$ cat config.mk
export PLATFORM = sky130hd
export DESIGN_NAME = vote_recorder
export DESIGN_NICKNAME = d
export VERILOG_FILES = /design/src/rtl/vote_recorder.sv
export SDC_FILE = /design/constraint.sdc
export NUM_CORES = 1
export LEC_CHECK = 0
export CORE_AREA = 5 5 98 100
export DETAILED_ROUTE_END_ITERATION = 12
export DIE_AREA = 0 0 103 105
export GPL_TIMING_DRIVEN = 0
export PLACE_DENSITY = 0.76
export SETUP_SLACK_MARGIN = 0.2
export SYNTH_ARGS = -nofsm -noshare
export SYNTH_HDL_FRONTEND = slang
export SYNTH_SLANG_ARGS = --single-unit
$ cat constraint.sdc
create_clock -name clock -period 3.9 [get_ports clock]
set_input_delay 0.975 -clock clock [delete_from_list [all_inputs] [get_ports clock]]
set_output_delay 0.975 -clock clock [all_outputs]
set_load 0.005 [all_outputs]
$ cat src/rtl/vote_recorder.sv
// vote_recorder: synchronised, debounced four-candidate vote capture with saturating tallies.
// Optional VOTE_TOTAL_EN adds a registered total_votes output.
module vote_recorder #(
    parameter int COUNT_W         = 8,
    parameter int DEBOUNCE_CYCLES = 1_000_000,
    parameter int LOCKOUT_CYCLES  = 100_000_000
) (
    input  logic               clock,
    input  logic               reset,
    input  logic               mode,
    input  logic               cand1_btn,
    input  logic               cand2_btn,
    input  logic               cand3_btn,
    input  logic               cand4_btn,
    output logic [COUNT_W-1:0] cand1_vote,
    output logic [COUNT_W-1:0] cand2_vote,
    output logic [COUNT_W-1:0] cand3_vote,
    output logic [COUNT_W-1:0] cand4_vote,
    output logic               valid_vote_casted,
    output logic               busy
`ifdef VOTE_TOTAL_EN
    ,
    output logic [COUNT_W+1:0] total_votes
`endif
);
    localparam int DW = $clog2(DEBOUNCE_CYCLES + 1);
    localparam int LW = $clog2(LOCKOUT_CYCLES + 1);
    localparam logic [DW-1:0] DEB_LAST = DW'(DEBOUNCE_CYCLES - 1);
    localparam logic [LW-1:0] LOCK_LAST = LW'(LOCKOUT_CYCLES - 1);
    localparam logic [COUNT_W-1:0] TALLY_MAX = '1;

    typedef enum logic [1:0] {IDLE, DEBOUNCE, CAST, LOCKOUT} state_t;

    state_t             state_q, state_d;
    logic [3:0]         sync1_q, sync2_q, sel_q, sel_d, s_btn;
    logic [DW-1:0]      deb_q, deb_d;
    logic [LW-1:0]      lock_q, lock_d;
    logic [COUNT_W-1:0] tally_q [4];
    logic [COUNT_W-1:0] tally_d [4];
    logic               valid_q, valid_d;
`ifdef VOTE_TOTAL_EN
    logic [COUNT_W+1:0] total_q, total_d;
    assign total_votes = total_q;
`endif

    assign s_btn             = sync2_q;
    assign cand1_vote        = tally_q[0];
    assign cand2_vote        = tally_q[1];
    assign cand3_vote        = tally_q[2];
    assign cand4_vote        = tally_q[3];
    assign valid_vote_casted = valid_q;
    assign busy              = (state_q != IDLE);

    always_ff @(posedge clock or posedge reset) begin
        if (reset) begin
            state_q <= IDLE;
            sync1_q <= '0;
            sync2_q <= '0;
            sel_q   <= '0;
            deb_q   <= '0;
            lock_q  <= '0;
            tally_q <= '{default: '0};
            valid_q <= 1'b0;
`ifdef VOTE_TOTAL_EN
            total_q <= '0;
`endif
        end else begin
            state_q <= state_d;
            sync1_q <= {cand4_btn, cand3_btn, cand2_btn, cand1_btn};
            sync2_q <= sync1_q;
            sel_q   <= sel_d;
            deb_q   <= deb_d;
            lock_q  <= lock_d;
            tally_q <= tally_d;
            valid_q <= valid_d;
`ifdef VOTE_TOTAL_EN
            total_q <= total_d;
`endif
        end
    end

    always_comb begin
        state_d = state_q;
        sel_d   = sel_q;
        deb_d   = deb_q;
        lock_d  = lock_q;
        tally_d = tally_q;
        valid_d = 1'b0;
`ifdef VOTE_TOTAL_EN
        total_d = total_q;
`endif
        case (state_q)
            IDLE: begin
                if (!mode && $onehot(s_btn)) begin
                    state_d = DEBOUNCE;
                    sel_d   = s_btn;
                    deb_d   = DW'(1);
                end
            end
            DEBOUNCE: begin
                if (mode || s_btn != sel_q) state_d = IDLE;
                else if (deb_q == DEB_LAST) state_d = CAST;
                else deb_d = deb_q + DW'(1);
            end
            CAST: begin
                state_d = LOCKOUT;
                lock_d  = '0;
                valid_d = 1'b1;
                // saturated tallies still acknowledge the voter via valid
                for (int i = 0; i < 4; i++) begin
                    if (sel_q[i] && tally_q[i] != TALLY_MAX) begin
                        tally_d[i] = tally_q[i] + COUNT_W'(1);
`ifdef VOTE_TOTAL_EN
                        total_d = total_q + (COUNT_W + 2)'(1);
`endif
                    end
                end
            end
            LOCKOUT: begin
                lock_d = (lock_q >= LOCK_LAST) ? lock_q : lock_q + LW'(1);
                if (lock_q >= LOCK_LAST && s_btn == '0) state_d = IDLE;
            end
        endcase
    end
endmodule
==> run metrics <==
Slew Viols, Final 0; Hold Vio Cnt, Final 0; utilization after layout 0.6527; Net Count, Synth 484; cts hold-fix bufs 0; FP Rows 34; Power Total 1756 uW; commonest non-fill, non-tap cell in the layout dfrtp_1; synthesized cell area 0.004816 sq mm; Slew @ Worst Pin 0.5717 ns; Critical Path RT 4.12 ns; DRT Pass-1 Iters 5; area grow syn2layout 16.47%; xor/xnor share of the synthesized area 0.06729; wire length on met1 4785 um; Arr. time, crit path 3.38 ns; overall global routing resource usage 0.2101; relative slew slack 0.6154; Syn Inst Count 467; synth unique cells 59; Clock Skew 0.01451 ns; placed cell count 616; Power Internal 1374 uW; total leakage power 0.002454 uW; share of layout cells above drive strength 1 0.08779; CTS tree built; combinational cell fraction of total power 0.024; largest family of logic cells by synthesized area simple AND/OR/NAND/NOR gates; wire length on met3 516 um; GP Congestion 0.8749; Core ar. 0.008593 sq mm; highest routed layer met4; EDFF count, synth 0; critical path peak fanout 10; status finished clean; compound-cell area share of the yosys netlist 0.1008; sw frac 0.2173; post-synth top area share 0.4884; initial DRC count 148; Synth Register Bits 94; min cycle time layout 3.165 ns; period utilisation layout 0.8116; CTS max path bufs 2; adder and majority cell fraction of the synthesized area 0.02754; grt total ovfl 0; hpwl dp 7186 um; Routed WL per cell 16.29 um; drt drc 0; Min-Delay Path Class reg -> reg; Peak Freq 315.9 MHz; Placement Cell Area 0.005381 sq mm; num ports 41; Die H 105 um; ys async rst share 1.000; Post-synth top flop dfrtp_1; die width 103 um; most frequent cells in the layout dfrtp_1, nand2_1, clkdlybuf4s50_1, nand4_1, nand3_1; Finish-stage setup viols 0; multiplexer area fraction after synthesis 0.03845; pin count of the biggest net entering global routing 55; simple-gate share of the synthesized area 0.2502; largest cells by area after synthesis dfrtp_1, nand2_1, xnor2_1; Starting Density 0.5604; startpoint types flip-flop; RSZ-0062 raised after global routing no; clock share of power 0.418; Fillers 684; root buf cell clkbuf_8; max-cap check violation count 0; Final nets 536; vias per cell 6.084; clock insertion delay at the later pin of the skew report 0.36 ns; Yosys top cell by area dfrtp_1; clk slew on worst S/H paths 0.09 ns; CTS buffer count 9; vias in the first global route 3905; sw power 381.4 uW; sequential fraction of design power 0.558; pwr dens 313.0 mW/mm^2; post-cts sizing count 0; CP endpoint kind flip-flop; Max VDD drop 189.1 uV; clock sink total 94; setup TNS 0 ns; global-route wire length before repair 18480 um; sequential cell area fraction in the yosys report 0.4884; Buffers on Ports 40; final non-filler cell total 632; routed vias 3845; yosys warns 0; post-CTS setup buffers 0; initial antenna violation count 0; mean post-synth cell area 10.31 sq um; die area 0.01082 sq mm; H-tree depth 3; critical path class reg -> reg; DRT antenna net count 0; met2 routed WL 4856 um; final instance area 0.005609 sq mm; diodes inserted 0; WL final 10290 um
## stage by stage
step / hold slack, ns / setup WS [ns]
floorplan: 0.3312 / 0.4763
global placement: 0.3330 / -0.8686
detailed placement: 0.3411 / 0.6917
CTS: 0.3606 / 0.7164
global route: 0.3719 / 0.4744
finish: 0.3584 / 0.7348
## worst paths after layout
| kind | from | endpoint | slack [ns] | cells after the start |
|---|---|---|---|---|
| worst max-delay path | s_btn[0] | deb_q[5] | 0.73 | 10 |
| worst min-delay path | sync1_q[2] | s_btn[2] | 0.36 | 0 |
| worst max register to register | s_btn[0] | deb_q[5] | 0.73 | 10 |
| worst min register to register | sync1_q[2] | s_btn[2] | 0.36 | 0 |
| max in group asynchronous | reset | lock_q[4] | 2.27 | 3 |
| min in group asynchronous | reset | cand2_vote[4] | 1.00 | 2 |
## power by group through the flow
stage          clock (uW)  combinational, uW  sequential [uW]
2_1_floorplan           0               24.6              999
3_3_place_gp            0               38.4             1000
3_5_place_dp            0               43.7             1000
4_1_cts               742               44.3              980
5_1_grt               786               50.0              981
6_report              733               42.2              980
## cell usage after synthesis (2+ instances only)
cell,number
nor2_2,2
nand4b_1,2
clkbuf_1,6
o211a_1,3
nor4_1,7
and3_1,12
or3_1,6
nor4_2,2
nand3_1,24
mux2_2,4
o311a_1,2
a21oi_1,22
nand4_1,29
inv_1,14
buf_2,6
xor2_1,16
and4_1,6
mux2i_1,14
ha_1,9
nor4b_1,2
o311ai_0,4
o21ai_0,8
o41ai_1,5
nand2b_1,5
and2_1,3
or4_1,15
o31ai_1,15
dfrtp_1,94
nor3_1,7
nor2_1,22
or4b_1,2
xnor2_1,21
nand2_1,51
o211ai_1,2
## state kept, by name, indices dropped and copies added, names as in the netlist, 8 cells and up, named ones only
signal / flops
cand3_vote: 8
cand4_vote: 8
cand1_vote: 8
deb_q: 20
lock_q: 27
cand2_vote: 8
## critical path, stage by stage, from the launching register on
cell	delay [ns]
dfrtp_1	0.37
inv_1	0.09
fa_1	0.54
inv_1	0.04
ha_1	0.17
ha_1	0.28
nor4b_1	0.48
and2_1	0.19
clkbuf_1	0.32
clkbuf_1	0.45
a21oi_1	0.10
## layer usage
metal	global-route usage	vias up
met5	0	-
met3	0.04730	13
met4	0.06753	0
li1	-	1844
met1	0.2928	1882
met2	0.3258	106
## kinds of logic (layout without fill, tap and decap cells)
family / after synthesis / after routing
adder cells (fa/ha/maj): 10 / 10
flip-flops: 94 / 94
buffers and inverters: 30 / 87
AO/OA/AOI/OAI: 70 / 70
XOR/XNOR: 37 / 37
AND/OR/NAND/NOR: 208 / 208
multiplexers: 18 / 18
## cell type report
class / instances / area (sq um) / area share
Buffer: 15 / 75.07 / 0.01338
Clock buffer: 10 / 137.6 / 0.02454
Clock inverter: 6 / 90.09 / 0.01606
Inverter: 15 / 58.81 / 0.01048
Multi-Input combinational cell: 343 / 2332 / 0.4158
Sequential cell: 94 / 2352 / 0.4194
Tap cell: 108 / 135.1 / 0.02409
Timing Repair Buffer: 41 / 427.9 / 0.07629
No activity file was read; power rests on OpenSTA's default activity.
